File: src/rtl/jk_counter_bank.sv
// jk_counter_bank
//   WIDTH-bit register built from JK cells, Qn = (J & ~Q) | (~K & Q).
//   Works as WIDTH independent JK flip-flops, or as a modulo/saturating
//   up/down counter with parallel load. Count and load modes never touch Q
//   directly: they only choose the J/K drive of every cell.
//
// Ports
//   CLK   in   1      clock, rising edge
//   RST   in   1      synchronous reset, active-high (Q <= RESET_VAL, WRAP <= 0)
//   EN    in   1      clock enable, 0 holds Q and WRAP
//   MODE  in   2      00 JK, 01 count up, 10 count down, 11 parallel load
//   J     in   WIDTH  per-bit J (MODE 00)
//   K     in   WIDTH  per-bit K (MODE 00)
//   D     in   WIDTH  load data (MODE 11)
//   Q     out  WIDTH  register state
//   TC    out  1      terminal count, combinational
//   WRAP  out  1      sticky wrap flag, cleared by reset or load
module jk_counter_bank #(
  parameter int WIDTH     = 4,
  parameter int MAX       = 2**WIDTH - 1,
  parameter int SATURATE  = 0,
  parameter int RESET_VAL = 0
) (
  input  logic             CLK,
  input  logic             RST,
  input  logic             EN,
  input  logic [1:0]       MODE,
  input  logic [WIDTH-1:0] J,
  input  logic [WIDTH-1:0] K,
  input  logic [WIDTH-1:0] D,
  output logic [WIDTH-1:0] Q,
  output logic             TC,
  output logic             WRAP
);

  typedef enum logic [1:0] {
    MODE_JK   = 2'b00,
    MODE_UP   = 2'b01,
    MODE_DOWN = 2'b10,
    MODE_LOAD = 2'b11
  } mode_e;

  localparam logic [WIDTH-1:0] MAX_V = WIDTH'(MAX);
  localparam logic [WIDTH-1:0] RST_V = WIDTH'(RESET_VAL);
  localparam logic [WIDTH-1:0] ONE   = WIDTH'(1);

  logic [WIDTH-1:0] target;
  logic [WIDTH-1:0] j_cell;
  logic [WIDTH-1:0] k_cell;
  logic [WIDTH-1:0] q_next;
  logic             at_max;
  logic             at_zero;
  logic             wrap_evt;

  assign at_max  = (Q >= MAX_V);
  assign at_zero = (Q == '0);

  // In count modes the desired next value is turned into a toggle mask
  // (bits that differ from Q); J=K=mask then toggles exactly those cells.
  always_comb begin
    target   = Q;
    wrap_evt = 1'b0;
    j_cell   = J;
    k_cell   = K;
    case (MODE)
      MODE_UP: begin
        if (!at_max) begin
          target = Q + ONE;
        end else if (SATURATE != 0) begin
          target = MAX_V;
        end else begin
          target   = '0;
          wrap_evt = 1'b1;
        end
        j_cell = Q ^ target;
        k_cell = Q ^ target;
      end
      MODE_DOWN: begin
        // Values above MAX (reachable via JK or load) snap back to MAX.
        if (Q > MAX_V) begin
          target = MAX_V;
        end else if (!at_zero) begin
          target = Q - ONE;
        end else if (SATURATE != 0) begin
          target = '0;
        end else begin
          target   = MAX_V;
          wrap_evt = 1'b1;
        end
        j_cell = Q ^ target;
        k_cell = Q ^ target;
      end
      MODE_LOAD: begin
        j_cell = D;
        k_cell = ~D;
      end
      default: begin
      end
    endcase
    q_next = (j_cell & ~Q) | (~k_cell & Q);
  end

  always_ff @(posedge CLK) begin
    if (RST) begin
      Q    <= RST_V;
      WRAP <= 1'b0;
    end else if (EN) begin
      Q <= q_next;
      if (MODE == MODE_LOAD) begin
        WRAP <= 1'b0;
      end else if (wrap_evt) begin
        WRAP <= 1'b1;
      end
    end
  end

  assign TC = EN & ~RST & (((MODE == MODE_UP) & at_max) | ((MODE == MODE_DOWN) & at_zero));

endmodule

File: config.mk
export PLATFORM = sky130hd
export DESIGN_NAME = jk_counter_bank
export DESIGN_NICKNAME = d
export VERILOG_FILES = /design/src/rtl/jk_counter_bank.sv
export SDC_FILE = /design/constraint.sdc
export NUM_CORES = 1
export LEC_CHECK = 0
export CAP_MARGIN = 20
export CELL_PAD_IN_SITES_DETAIL_PLACEMENT = 1
export CELL_PAD_IN_SITES_GLOBAL_PLACEMENT = 1
export CORE_UTILIZATION = 24
export DETAILED_ROUTE_END_ITERATION = 7
export PLACE_DENSITY_LB_ADDON = 0.1
export SLEW_MARGIN = 20
export SYNTH_ARGS = -nofsm -noshare
export SYNTH_HDL_FRONTEND = slang
export SYNTH_SLANG_ARGS = --single-unit
File: constraint.sdc
create_clock -name CLK -period 1.37 [get_ports CLK]
set_input_delay 0.274 -clock CLK [delete_from_list [all_inputs] [get_ports CLK]]
set_output_delay 0.274 -clock CLK [all_outputs]
set_load 0.02 [all_outputs]
# After elaboration in Yosys (flattened, before gate mapping)
# Index checks and enable logic that the tools add are counted.
word_totals:
  regBits: 5
  inputBits: 17
  out_inout_bits: 6
classes:
  add_sub_neg: 2
  magnitude_cmp: 2
  eq_ne: 3
  n_mux: 13
  n_bitwise: 14
  reduce_logical: 3
op_table:
  columns: ["cell", "count"]
  rows:
  - ["$pmux W4 S3", 2]
  - ["$mux W4", 5]
  - ["$not A4 Y4", 3]
  - ["$and A4 B4 Y4", 2]
  - ["$xor A4 B4 Y4", 2]
  - ["$mux W1", 5]
  - ["$add A4 B1 Y4 const B", 1]
  - ["$and A1 B1 Y1", 4]
  - ["$eq A2 B2 Y1 const B", 2]
  - ["$ge A4 B4 Y1 const B", 1]
  - ["$gt A4 B4 Y1 const B", 1]
  - ["$logic_not A4 Y1", 1]
  - ["$or A4 B4 Y4", 1]
  - ["$sub A4 B1 Y4 const B", 1]
  - ["$eq A2 B1 Y1 const B", 1]
  - ["$pmux W1 S2", 1]
  - ["$reduce_and A2 Y1", 1]
  - ["$reduce_bool A2 Y1", 1]
  - ["$not A1 Y1", 1]
  - ["$or A1 B1 Y1", 1]

# Logic depth before layout (Yosys ltp)
logic_depth:
  word_depth: 9
  mapped_depth: 6

# Least setup slack after synthesis
# No wires, ideal clock.
synth_path:
  path_type: "input to output"
  startpoint: "input port MODE[1]"
  endpoint: "output port TC"
  t_arrival_ns: 1.211
  required_ns: 1.096
  slack_ns: -0.115
  path_stages: 5
  n_path_buf: 0
  path_cell_list: "inv_1 > ha_1 > and4_1 > mux2_2 > and3_1"
synth_between:
  elab_chain_len: 4
  elab_cells_between_ends: 6
  cone_classes: "eq/ne (2); bitwise (4)"
synth_rtl:
  columns: ["element", "line_no", "source"]
  rows:
  - ["start, declared", "27", "input logic [1:0] MODE,"]
  - ["$eq A2 B1 Y1 / $eq A2 B2 Y1 (equally long branches)", null, null]
  - ["$and A1 B1 Y1", "117", "assign TC = EN & ~RST & (((MODE == MODE_UP) & at_max) | ((MODE == MODE_DOWN) & at_zero));"]
  - ["$or A1 B1 Y1 (*)", "117", null]
  - ["$and A1 B1 Y1 (*)", "117", null]
  - ["end, declared", "32", "output logic TC,"]
# Mark *: on every way between the ends. The rest lies on a longest branch, timed or not.

# Final worst setup path
layout_path:
  startpoint: "register Q[1]"
  endpoint: "output port TC"
layout_between:
  elab_chain_len: 4
  elab_cells_between_ends: 6
  cone_classes: "order compare (1); bitwise (4); reduce/logical (1)"
layout_rtl:
  columns: ["element", "line_no", "source"]
  rows:
  - ["start, declared", "31", "output logic [WIDTH-1:0] Q,"]
  - ["start signal, assigned", "108", "Q <= q_next;"]
  - ["$ge A4 B4 Y1 / $logic_not A4 Y1 (equally long branches)", "55, 56", null]
  - ["$and A1 B1 Y1", "117", null]
  - ["$or A1 B1 Y1 (*)", "117", null]
  - ["$and A1 B1 Y1 (*)", "117", null]
# Marks and branches as above.

==> out/metrics.csv <==
stage,metric,value,unit
timing,worst clock skew,0.003917,ns
timing,WHS,0.5985,ns
synth,mux contribution to synthesized area,2.419,%
timing,RSZ-0062 raised after global routing,yes,
clock_tree,clk_lat worst skew,0.26,ns
worst_hold_path,Worst Hold Path EP,WRAP$_SDFFE_PP0P_,
timing,final setup violation count,2,
timing,Worst Max-Slew Pin Slew,0.3114,ns
power_and_ir_drop,Power Density,653.0,nW/um^2
synth,netlist area before placement,465.4,sq um
synth,post-synthesis cell type count,29,
synth,"Seq/Total Area, Yosys",21.51,%
synth,synthesized area per cell,8.312,sq um
power_and_ir_drop,Lkg Pwr,0.4279,nW
timing,"Min Clock Period, post-route",1.630,ns
synth,Post-Synth Adder-Cell Area,10.75,%
synth,share of flip-flops with an asynchronous set or reset,0,%
worst_setup_path,R2R Path Start,Q[1]$_SDFFE_PP0P_,
power_and_ir_drop,Worst VDD drop,0.0005561,V
timing,Worst slew margin,79.18,%
worst_hold_path,min-delay src,WRAP$_SDFFE_PP0P_,
worst_setup_path,crit path from,Q[1]$_SDFFE_PP0P_,
timing,max-slew violation count,0,
drt,drt initial violations,3,
placed_design,Setup WS pre-CTS,-1.126,ns
clock_tree,CTS tree,yes,
synth,"EDFF count, synth",0,
drt,final wirelength,1.872,mm
synth,Synth area leader,dfxtp_1,
worst_setup_path,Critical Path Source Type,register,
synth,net count after synthesis,77,
clock_tree,hold buffer count at CTS,0,
placed_design,GPL Wtd Cong,0.6963,
drt,DR pass1 iterations,3,
clock_tree,CTS Buf Count,3,
drt,Via density,5.008,
placed_design,HPWL after detailed placement,1.322,mm
drt,vias,641,
grt,pin count of the biggest net entering global routing,12,
clock_tree,"CTS clk-pin slew, worst paths",0.05,ns
floorplanning,Std-Cell Rows,15,
floorplanning,height of the die,46.04,um
grt,Tot GR Track Use,21.26,%
synth,Synth Instances,56,
floorplanning,Starting Density,26.38,%
worst_setup_path,critical path peak fanout,4,
worst_setup_path,arrival time worst endpoint,1.36,ns
clock_tree,# clock sinks,5,
synth,post-synth top area share,21.51,%
synth,Simple-Gate Fraction of Synth Area,23.39,%
synth,number of synthesized register bits,5,
job,max-cap viol count,0,
timing,setup ws final,-0.2596,ns
clock_tree,worst-case clock buffer depth,2,
final_layout,nets@finish,125,
grt,first-pass GRT wire length,3.036,mm
grt,initial antenna violation count,0,
synth,synth warn,0,
worst_hold_path,worst hold path class,register to register,
final_layout,ratio of cells with drive above 1 in the final layout,47.57,%
drt,residual DRC count,0,
clock_tree,H-tree depth,1,
clock_tree,clock root buffer master,clkbuf_4,
timing,Fin. Hold Viols,0,
floorplanning,die area,2120,sq um
drt,mean routed wirelength per cell,14.63,um
synth,largest family of logic cells by synthesized area,compound AO/OA/AOI/OAI gates,
grt,vias in the first global route,677,
worst_setup_path,Setup crit end kind,output pin,
final_layout,Antenna Diode Count,0,
worst_setup_path,R2R setup slack,0,ns
grt,GR Overflow Total,0,
placed_design,port bufs,22,
floorplanning,Die W,46.04,um
synth,xor/xnor share of the synthesized area,0,%
floorplanning,Ports,23,
worst_setup_path,Reg2Reg Capture Point,Q[2]$_SDFFE_PP0P_,
worst_setup_path,CP Class,register to output pin,
run_status,outcome,"complete, but fails checks",
floorplanning,core area,1764,sq um
synth,Compound-Gate Fraction of Synth Area,34.68,%
timing,max frequency,613.7,MHz
timing,Final period util,118.9,%
worst_hold_path,WHS Path Cells,2,
worst_setup_path,reg2reg path depth,5,
final_layout,Syn-to-layout area delta,114.0,%
synth,synth top area cells,"dfxtp_1 22%, ha_1 11%, inv_1 5.6%",
run_status,failing checks,negative setup slack,
synth,Most used DFF post-synth,dfxtp_1,
drt,Final ANT Viol Nets,0,
worst_setup_path,"Req. time, crit path",1.10,ns
power breakdown:
group / internal [mW] / total (mW) / switching (mW)
sequential: 0.161 / 0.175 / 0.0141
combinational: 0.164 / 0.290 / 0.126
clock: 0.111 / 0.185 / 0.0741
metal layers:
metal,vias up,global-route usage [%],share of wire [%]
met5,-,0,0
met4,0,7.059,2.1
met3,4,7.937,5.5
met2,20,36.90,52
met1,305,23.53,40
li1,312,-,-
sequential cells by signal (all words and copies together), names as in the netlist:
signal and count:
Q 4, WRAP 1
logic make-up (layout without fill, tap and decap cells):
family          count (synthesis)  after routing
flops                           5              5
buf+inv                         9             56
compound gates                 21             21
mux                             1              1
fa+ha+maj                       4              4
simple gates                   16             16
per-stage QoR:
stage	instances	TNS (ns)	instance area [sq um]	total power, mW	util [%]
CTS	126	-0.2457	973.4	0.6393	55.18
floorplan	56	-0.07263	490.5	0.2838	-
detailed placement	119	-4.501	865.8	0.4335	49.08
global placement	119	-4.295	865.8	0.4293	49.08
global route	128	-0.3914	996.0	0.6937	56.45
finish	128	-0.2631	996.0	0.6504	56.45
placed cells by master, fill, tap and decap left out, drive strengths merged:
master | Yosys | routed
a2111oi | 2 | 2
a211oi | 1 | 1
a21oi | 1 | 1
a31oi | 4 | 4
a32oi | 1 | 1
and3 | 2 | 2
and4 | 2 | 2
buf | 0 | 25
clkbuf | 1 | 5
clkdlybuf4s15 | 0 | 2
clkdlybuf4s50 | 0 | 14
dfxtp | 5 | 5
dlygate4sd2 | 0 | 2
ha | 4 | 4
inv | 8 | 8
mux2 | 1 | 1
nand2 | 2 | 2
nand2b | 3 | 3
nand4 | 1 | 1
nor2 | 2 | 2
nor3 | 1 | 1
nor3b | 1 | 1
nor4b | 1 | 1
o2111ai | 1 | 1
o211a | 2 | 2
o211ai | 3 | 3
o21ai | 4 | 4
o221a | 1 | 1
o221ai | 1 | 1
or3 | 1 | 1
timing repair:
item,CTS,global route
endpoints found under the setup margin,11,7
buffers inserted,3,2
pin swaps,8,5
resized for setup,34,8
worst max-delay path by stage:
stage	endpoint	slack, ns	cells after the start
after floorplan	Q[0]$_SDFFE_PP0P_	-0.04	6
after global placement	TC	-1.09	7
after detailed placement	TC	-1.13	6
after CTS	TC	-0.25	4
after global routing	TC	-0.33	4
final	TC	-0.26	4
Yosys cell counts, drive strengths merged, types with 2 or more instances:
| cell type | instances |
|---|---|
| a2111oi | 2 |
| a31oi | 4 |
| and3 | 2 |
| and4 | 2 |
| dfxtp | 5 |
| ha | 4 |
| inv | 8 |
| nand2 | 2 |
| nand2b | 3 |
| nor2 | 2 |
| o211a | 2 |
| o211ai | 3 |
| o21ai | 4 |
critical path, cell delays in order, from the launching register on:
cell	delay (ns)
dfxtp_2	0.34
nor4b_4	0.29
mux2_4	0.20
and3_4	0.17
buf_6	0.11
final cells by class:
cell class                 count  area (sq um)
clock buffer                   4         26.28
inverter                       8         32.53
fill                         213         768.2
multi-input combinational     42         414.1
tap                           25         31.28
timing repair buffer          44         387.9
sequential                     5         103.9
Note: power is estimated with default switching activity, not from simulation.
